==> config.mk <==
export PLATFORM = sky130hd
export DESIGN_NAME = idu_ptr_unit
export DESIGN_NICKNAME = d
export VERILOG_FILES = /design/src/rtl/idu_pkg.sv /design/src/rtl/idu_step.sv /design/src/rtl/idu_ptr_unit.sv
export SDC_FILE = /design/constraint.sdc
export NUM_CORES = 1
export LEC_CHECK = 0
export CAP_MARGIN = 20
export CORE_ASPECT_RATIO = 0.75
export CORE_MARGIN = 5
export CORE_UTILIZATION = 48
export DETAILED_ROUTE_END_ITERATION = 7
export PLACE_DENSITY = 0.7
export SETUP_SLACK_MARGIN = 0.2
export SYNTH_ARGS = -nofsm -noshare
export SYNTH_HDL_FRONTEND = slang
export SYNTH_HIERARCHICAL = 1
export SYNTH_SLANG_ARGS = --single-unit
==> constraint.sdc <==
create_clock -name clk -period 12.4 [get_ports clk]
set_input_delay 2.48 -clock clk [delete_from_list [all_inputs] [get_ports clk]]
set_output_delay 2.48 -clock clk [all_outputs]
set_load 0.1 [all_outputs]
==> src/rtl/idu_pkg.sv <==
`default_nettype none
// ============================================================================
// Module   : idu_pkg
// Purpose  : Shared types for the pointer increment/decrement unit.
// Revision : 1.0 - initial release
// ============================================================================
package idu_pkg;

    typedef enum logic [2:0] {
        OP_PASS      = 3'd0,
        OP_INC       = 3'd1,
        OP_DEC       = 3'd2,
        OP_LOAD      = 3'd3,
        OP_BURST_INC = 3'd4,
        OP_BURST_DEC = 3'd5
    } idu_op_e;

    typedef enum logic [0:0] {
        ST_IDLE  = 1'b0,
        ST_BURST = 1'b1
    } idu_state_e;

    // Select width that never collapses to zero bits for a single pointer.
    function automatic int sel_w(input int n);
        return (n > 1) ? $clog2(n) : 1;
    endfunction

endpackage
`default_nettype wire

==> src/rtl/idu_step.sv <==
`default_nettype none
// ============================================================================
// Module   : idu_step
// Purpose  : Combinational +/-1 stepper with modulo-2^WIDTH wrap flag.
// Revision : 1.0 - initial release
// ============================================================================
module idu_step #(
    parameter int WIDTH = 16
) (
    input  logic [WIDTH-1:0] value,
    input  logic             up,
    output logic [WIDTH-1:0] result,
    output logic             wrap
);

    assign result = up ? (value + WIDTH'(1)) : (value - WIDTH'(1));
    assign wrap   = up ? (&value) : ~(|value);

endmodule
`default_nettype wire

==> src/rtl/idu_ptr_unit.sv <==
`default_nettype none
// ============================================================================
// Module   : idu_ptr_unit
// Purpose  : Registered pointer file with post-update INC/DEC/LOAD and bursts.
// Revision : 1.0 - initial release
// ============================================================================
module idu_ptr_unit
    import idu_pkg::*;
#(
    parameter int               WIDTH     = 16,
    parameter int               NUM_PTRS  = 4,
    parameter int               CNT_W     = 8,
    parameter logic [WIDTH-1:0] RESET_VAL = '0,
    localparam int              SEL_W     = sel_w(NUM_PTRS)
) (
    input  logic             clk,
    input  logic             rst_n,
    input  logic             req_valid,
    output logic             req_ready,
    input  idu_op_e          req_op,
    input  logic [SEL_W-1:0] req_sel,
    input  logic [WIDTH-1:0] req_data,
    input  logic [CNT_W-1:0] req_count,
    output logic             out_valid,
    input  logic             out_ready,
    output logic [WIDTH-1:0] out_addr,
    output logic [SEL_W-1:0] out_sel,
    output logic             out_wrap,
    output logic             out_last,
    input  logic [SEL_W-1:0] peek_sel,
    output logic [WIDTH-1:0] peek_data
);

    logic [WIDTH-1:0] r_ptr [NUM_PTRS];
    idu_state_e       r_state, w_state_nxt;
    logic [CNT_W-1:0] r_remaining, w_remaining_nxt;
    logic [SEL_W-1:0] r_burst_sel;
    logic             r_burst_up;

    logic             r_out_valid, r_out_wrap, r_out_last;
    logic [WIDTH-1:0] r_out_addr;
    logic [SEL_W-1:0] r_out_sel;

    logic             w_adv, w_accept, w_sel_ok, w_step_up, w_step_wrap;
    logic [SEL_W-1:0] w_idx;
    logic [WIDTH-1:0] w_cur, w_step_val, w_peek;
    logic             w_beat, w_beat_wrap, w_beat_last, w_ptr_we;
    logic [WIDTH-1:0] w_beat_addr, w_ptr_wdata;

    assign w_adv     = !r_out_valid || out_ready;
    assign req_ready = (r_state == ST_IDLE) && w_adv;
    assign w_accept  = req_valid && req_ready;
    assign w_sel_ok  = int'(req_sel) < NUM_PTRS;
    assign w_idx     = (r_state == ST_BURST) ? r_burst_sel : req_sel;
    assign w_step_up = (r_state == ST_BURST) ? r_burst_up
                                             : (req_op == OP_INC || req_op == OP_BURST_INC);

    // Out-of-range selects read as zero rather than indexing past the file.
    always_comb begin
        w_cur  = '0;
        w_peek = '0;
        for (int i = 0; i < NUM_PTRS; i++) begin
            if (w_idx == SEL_W'(i))    w_cur  = r_ptr[i];
            if (peek_sel == SEL_W'(i)) w_peek = r_ptr[i];
        end
    end
    assign peek_data = w_peek;

    idu_step #(.WIDTH(WIDTH)) u_step (
        .value  (w_cur),
        .up     (w_step_up),
        .result (w_step_val),
        .wrap   (w_step_wrap)
    );

    always_ff @(posedge clk or negedge rst_n) begin
        if (!rst_n) r_state <= ST_IDLE;
        else        r_state <= w_state_nxt;
    end

    always_comb begin
        w_state_nxt = r_state;
        case (r_state)
            ST_IDLE: begin
                if (w_accept && w_sel_ok && (req_op == OP_BURST_INC || req_op == OP_BURST_DEC)
                    && (req_count > CNT_W'(1)))
                    w_state_nxt = ST_BURST;
            end
            ST_BURST: begin
                if (w_adv && (r_remaining == CNT_W'(1))) w_state_nxt = ST_IDLE;
            end
            default: w_state_nxt = ST_IDLE;
        endcase
    end

    always_comb begin
        w_beat          = 1'b0;
        w_beat_addr     = w_cur;
        w_beat_wrap     = 1'b0;
        w_beat_last     = 1'b1;
        w_ptr_we        = 1'b0;
        w_ptr_wdata     = w_step_val;
        w_remaining_nxt = r_remaining;
        case (r_state)
            ST_IDLE: begin
                if (w_accept) begin
                    w_beat = 1'b1;
                    if (w_sel_ok) begin
                        case (req_op)
                            OP_INC, OP_DEC: begin
                                w_ptr_we    = 1'b1;
                                w_beat_wrap = w_step_wrap;
                            end
                            OP_LOAD: begin
                                w_beat_addr = req_data;
                                w_ptr_wdata = req_data;
                                w_ptr_we    = 1'b1;
                            end
                            OP_BURST_INC, OP_BURST_DEC: begin
                                // A zero-length burst degenerates to a PASS beat.
                                if (req_count != '0) begin
                                    w_ptr_we    = 1'b1;
                                    w_beat_wrap = w_step_wrap;
                                end
                                if (req_count > CNT_W'(1)) begin
                                    w_beat_last     = 1'b0;
                                    w_remaining_nxt = req_count - CNT_W'(1);
                                end
                            end
                            default: ;
                        endcase
                    end
                end
            end
            ST_BURST: begin
                if (w_adv) begin
                    w_beat          = 1'b1;
                    w_ptr_we        = 1'b1;
                    w_beat_wrap     = w_step_wrap;
                    w_beat_last     = (r_remaining == CNT_W'(1));
                    w_remaining_nxt = r_remaining - CNT_W'(1);
                end
            end
            default: ;
        endcase
    end

    always_ff @(posedge clk or negedge rst_n) begin
        if (!rst_n) begin
            for (int i = 0; i < NUM_PTRS; i++) r_ptr[i] <= RESET_VAL;
            r_remaining <= '0;
            r_burst_sel <= '0;
            r_burst_up  <= 1'b0;
            r_out_valid <= 1'b0;
            r_out_addr  <= '0;
            r_out_sel   <= '0;
            r_out_wrap  <= 1'b0;
            r_out_last  <= 1'b0;
        end else begin
            for (int i = 0; i < NUM_PTRS; i++) begin
                if (w_ptr_we && (w_idx == SEL_W'(i))) r_ptr[i] <= w_ptr_wdata;
            end
            r_remaining <= w_remaining_nxt;
            if (w_accept) begin
                r_burst_sel <= req_sel;
                r_burst_up  <= (req_op == OP_BURST_INC);
            end
            if (w_adv) begin
                r_out_valid <= w_beat;
                if (w_beat) begin
                    r_out_addr <= w_beat_addr;
                    r_out_sel  <= w_idx;
                    r_out_wrap <= w_beat_wrap;
                    r_out_last <= w_beat_last;
                end
            end
        end
    end

    assign out_valid = r_out_valid;
    assign out_addr  = r_out_addr;
    assign out_sel   = r_out_sel;
    assign out_wrap  = r_out_wrap;
    assign out_last  = r_out_last;

endmodule
`default_nettype wire

**Word-level counts from Yosys, hierarchy flattened**

Index checks and enable logic that the tools add are counted.

- Bits in registers: 97
- Word-level logic and storage cells: 100
- Output and inout bits: 38
- Input port bits: 35

- Muxes and demuxes: 41
- Equal/unequal tests: 16
- Order comparisons: 1
- Bitwise logic cells: 2
- $add $sub $neg: 4
- Reductions and logical operators: 23

Operators by type and width:

| operator | number |
|---|---|
| $mux W16 | 15 |
| $mux W8 | 4 |
| $add A16 B1 Y16 const B | 1 |
| $pmux W8 S2 | 1 |
| $reduce_and A16 Y1 | 1 |
| $reduce_or A16 Y1 | 1 |
| $sub A16 B1 Y16 const B | 1 |
| $sub A8 B1 Y8 const B | 2 |
| $pmux W1 S2 | 7 |
| $mux W1 | 13 |
| $logic_and A1 B1 Y1 | 9 |
| $eq A2 B2 Y1 const B | 4 |
| $eq A8 B1 Y1 const B | 1 |
| $gt A8 B1 Y1 const B | 1 |
| $reduce_bool A8 Y1 | 1 |
| $eq A3 B2 Y1 const B | 2 |
| $eq A3 B3 Y1 const B | 2 |
| $ne A2 B1 Y1 const B | 3 |
| $eq A2 B1 Y1 const B | 2 |
| $logic_not A2 Y1 | 2 |
| $reduce_and A4 Y1 | 1 |
| $reduce_or A2 Y1 | 2 |
| $eq A3 B1 Y1 const B | 1 |
| $logic_or A1 B1 Y1 | 3 |
| 6 further kinds | 7 |

**Longest topological paths before layout**

- Word-level depth: 13
- Mapped depth: 15
- Depth with buffers taken out: 12

**By module**

Netlist, hierarchy kept.

By module, submodules not included:

| module | area each (sq um) | sequential area each (sq um) | cells an instance | times used |
|---|---|---|---|---|
| idu_ptr_unit | 5,383.9 | 2,427.3 | 409 | 1 |
| idu_step | 944.7 | 0.0 | 136 | 1 |

**Least setup slack after synthesis**

No wires, ideal clock.

- Path type: input port to output port
- From: input port peek_sel[0]
- To: output port peek_data[10]
- Data required time: 9.920 ns
- Path buffers: 2
- Arrival: 4.250 ns
- Setup slack: 5.670 ns
- Stages on the path: 3
- Cell sequence: clkbuf_1 > buf_1 > mux4_2

- Longest elaborated chain between the ends: 5
- Elaborated cells on any way between the ends: 8
- Those cells by class: 3 x eq/ne; 4 x mux; 1 x reduce/logical

RTL lines:

| element | RTL line | RTL |
|---|---|---|
| start, declared | idu_ptr_unit.sv:30 | `input logic [SEL_W-1:0] peek_sel,` |
| $logic_not A2 Y1 | idu_ptr_unit.sv:64 | `if (peek_sel == SEL_W'(i)) w_peek = r_ptr[i];` |
| $mux W16 (3 in series) | idu_ptr_unit.sv:64 |  |
| $mux W16 * | idu_ptr_unit.sv:64 |  |
| end, declared | idu_ptr_unit.sv:31 | `output logic [WIDTH-1:0] peek_data` |

Every way passes the cells marked *; elsewhere a longest branch is shown, timed or not.

**Final worst setup path**

- From: input port peek_sel[0]
- To: output port peek_data[7]

Same word-level chain as after synthesis.

==> metrics.md <==
| Metric | Value |
|---|---|
| Setup bufs post-CTS | `0` |
| R2R cell count | `10` |
| Count of different cell masters after synthesis | `72` |
| Synth top area share | `0.3836` |
| First-pass GRT wire length | `27490 um` |
| DP HPWL | `~12000 um` |
| Largest area contributor in the netlist | `dfrtp_1` |
| Worst Tran Pin Value | `roughly 1000 ps` |
| I/O pin count | `between 70 and 80` |
| Synth Area in Compound Gates | `0.1509` |
| Final hold violations | `0` |
| Via count | `between 4000 and 5000` |
| WL met1 | `about 7700 um` |
| Die H | `109.4 um` |
| Vias per std cell | `roughly 6.3` |
| Critical path class | `input pin to primary output` |
| Share of cells above drive strength 1 | `0.2537` |
| Core Region | `roughly 13000 um2` |
| Nets@finish | `about 670` |
| Max Slew Vio Count | `0` |
| Hold_buf cts | `0` |
| Effective utilization at floorplan | `0.4878` |
| Drt drc | `0` |
| Max Fclk | `about 130 MHz` |
| Leading cell type in the layout, fill and taps excluded | `dfrtp_1` |
| CP startpoint kind | `input pin` |
| DR top layer | `met4` |
| Flop2flop setup slack | `between 7000 and 8000 ps` |
| Final WL | `~17000 um` |
| Mapped Cells | `approximately 550` |
| Cell Area, Synth | `around 6300 um2` |
| Outcome | `completed` |
| RSZ-0062 raised after global routing | `no` |
| Worst R2R End | `r_ptr[13]` |
| Initial antenna violation count | `0` |
| Syn_nets | `600` |
| Chip Width | `around 140 um` |
| Sequential area share after synthesis | `0.3836` |
| Congestion Overflow GR | `0` |
| Crit Path Max Fanout | `10` |
| Final setup viols | `0` |
| Yosys warning count | `6` |
| Pin count of the biggest net entering global routing | `between 70 and 80` |
| TritonCTS clock tree | `done` |
| P&R area growth vs syn | `19.49%` |
| Worst-path clk slew | `70 ps` |
| # diodes | `0` |
| Max clock buf depth | `2` |
| Worst Hold Depth | `1` |
| HP Class | `flop to flop` |
| Routability-driven placement congestion ratio | `0.9176` |
| Root Driver | `clkbuf_16` |
| Top cells by area, synth | `dfrtp_1 38%, mux2_2 14%, mux4_2 11%` |
| Htree depth | `3` |
| Hold Crit Start | `out_wrap` |
| Antenna-violating nets left | `0` |
| DR iter-0 viols | `roughly 390` |
| Post-Route Skew | `5.870 ps` |
| Slew Limit Headroom | `0.3275` |
| Number of flops mapped to enable cells by yosys | `0` |
| Clock sink total | `97` |
| Critical Path AT | `between 5000 and 6000 ps` |
| Async SR Flop Fraction | `1.000` |
| Worst hold endpoint | `out_wrap` |
| Met3 wire length | `1061 um` |
| Most frequent cells in the layout | `97 x dfrtp_1, 78 x mux2_2, 71 x clkdlybuf4s50_1, 32 x mux4_2, 28 x nor2_1` |
| Req. time, crit path | `~9900 ps` |
| Mux cell area share after synthesis | `0.2596` |
| Fraction of the mapped netlist area in adder cells | `0.04073` |
| Number of global-route vias before repair | `5088` |
| Buffers on Ports | `between 70 and 80` |
| Synth Area in XOR/XNOR | `0.01799` |
| Setup TNS | `0 ps` |
| Post-Syn Area per Cell | `11.61 um2` |
| Worst skew pair latency | `350 ps` |
| Tmin final | `7505 ps` |
| Largest family of logic cells by synthesized area | `multiplexers` |
| Number of max-cap violations | `0` |
| Drt first pass iters | `7` |
| Global Route Usage Sum | `0.2281` |
| Post-Synth Simple-Gate Area | `0.1139` |
| Post_cts resized | `0` |
| Row count | `36` |
| Num CTS Buffers | `9` |
| Synthesis-stage register bit count | `97` |
| Final period util | `0.6053` |
| Met2 Wirelength | `around 8000 um` |
| Worst r2r src | `r_state` |
| DR WL/cell | `about 22 um` |
| Die ar. | `around 16000 um2` |
| Worst Setup End Kind | `primary output` |
| Post-synth top flop | `dfrtp_1` |
-- how the worst max path moves through the flow --
stage	to	cells past startpoint	slack, ps	start
after floorplan	peek_data[10]	3	5670	peek_sel[0]
after global placement	peek_data[3]	3	4600	peek_sel[0]
after detailed placement	peek_data[7]	3	4550	peek_sel[0]
after CTS	peek_data[15]	3	4540	peek_sel[0]
after global routing	peek_data[15]	4	4780	peek_sel[0]
final	peek_data[7]	4	4890	peek_sel[0]
-- area by class of cell --
type	instances	area (um2)
fill	1077	5410
inverter	14	52.55
sequential	97	2427
timing repair buffer	85	823.3
clock buffer	9	225.2
multi-input combinational	403	3741
tap	171	214.0
clock inverter	7	78.83
-- logic make-up (layout without fill, tap and decap cells) --
| group | Yosys count | after routing |
|---|---|---|
| flops | 97 | 97 |
| fa+ha+maj | 20 | 20 |
| mux | 114 | 114 |
| simple gates | 125 | 125 |
| buf+inv | 45 | 115 |
| compound gates | 131 | 131 |
| xor+xnor | 13 | 13 |
-- metrics by stage --
stage,setup WS [ps],hold slack [ps],instances,utilization,cell area [um2]
final,4895,481.0,786,0.5829,7562
after CTS,4542,486.7,785,0.5818,7547
after floorplan,5670,464.8,545,-,6329
after detailed placement,4549,469.7,769,0.5584,7243
after global routing,4781,515.3,786,0.5829,7562
after global placement,4599,463.7,769,0.5584,7243
-- routing by layer --
layer | GRT usage | vias to the layer above
met4 | 0.05631 | 0
li1 | - | 2258
met2 | 0.3696 | 161
met3 | 0.04304 | 25
met1 | 0.3200 | 2532
met5 | 0 | -
-- critical path: stages --
cell and delay [ps]:
clkdlybuf4s50_1 800, buf_8 240, mux4_2 510, clkdlybuf4s50_1 990
-- cells in the mapped netlist (7+ instances only) --
master and count:
mux4_2 32, a22o_1 16, ha_1 19, a21oi_1 20, nand4_1 7, a21o_1 24
inv_1 14, nor2b_1 8, dfrtp_1 97, nand3_1 10, clkbuf_1 21, o21ai_0 13
nand2_1 18, xnor2_1 8, mux2_2 78, nor2_1 28, nor3_1 7
-- flip-flops by register name, indices dropped and copies added (netlist names) --
register     count
out_addr        16
out_last         1
out_sel          2
out_valid        1
out_wrap         1
r_burst_sel      2
r_burst_up       1
r_ptr           64
r_remaining      8
r_state          1
Power is left out: the tool's default activity adds up to more than one toggle a clock period on the data nets, which glitch-free logic cannot reach.
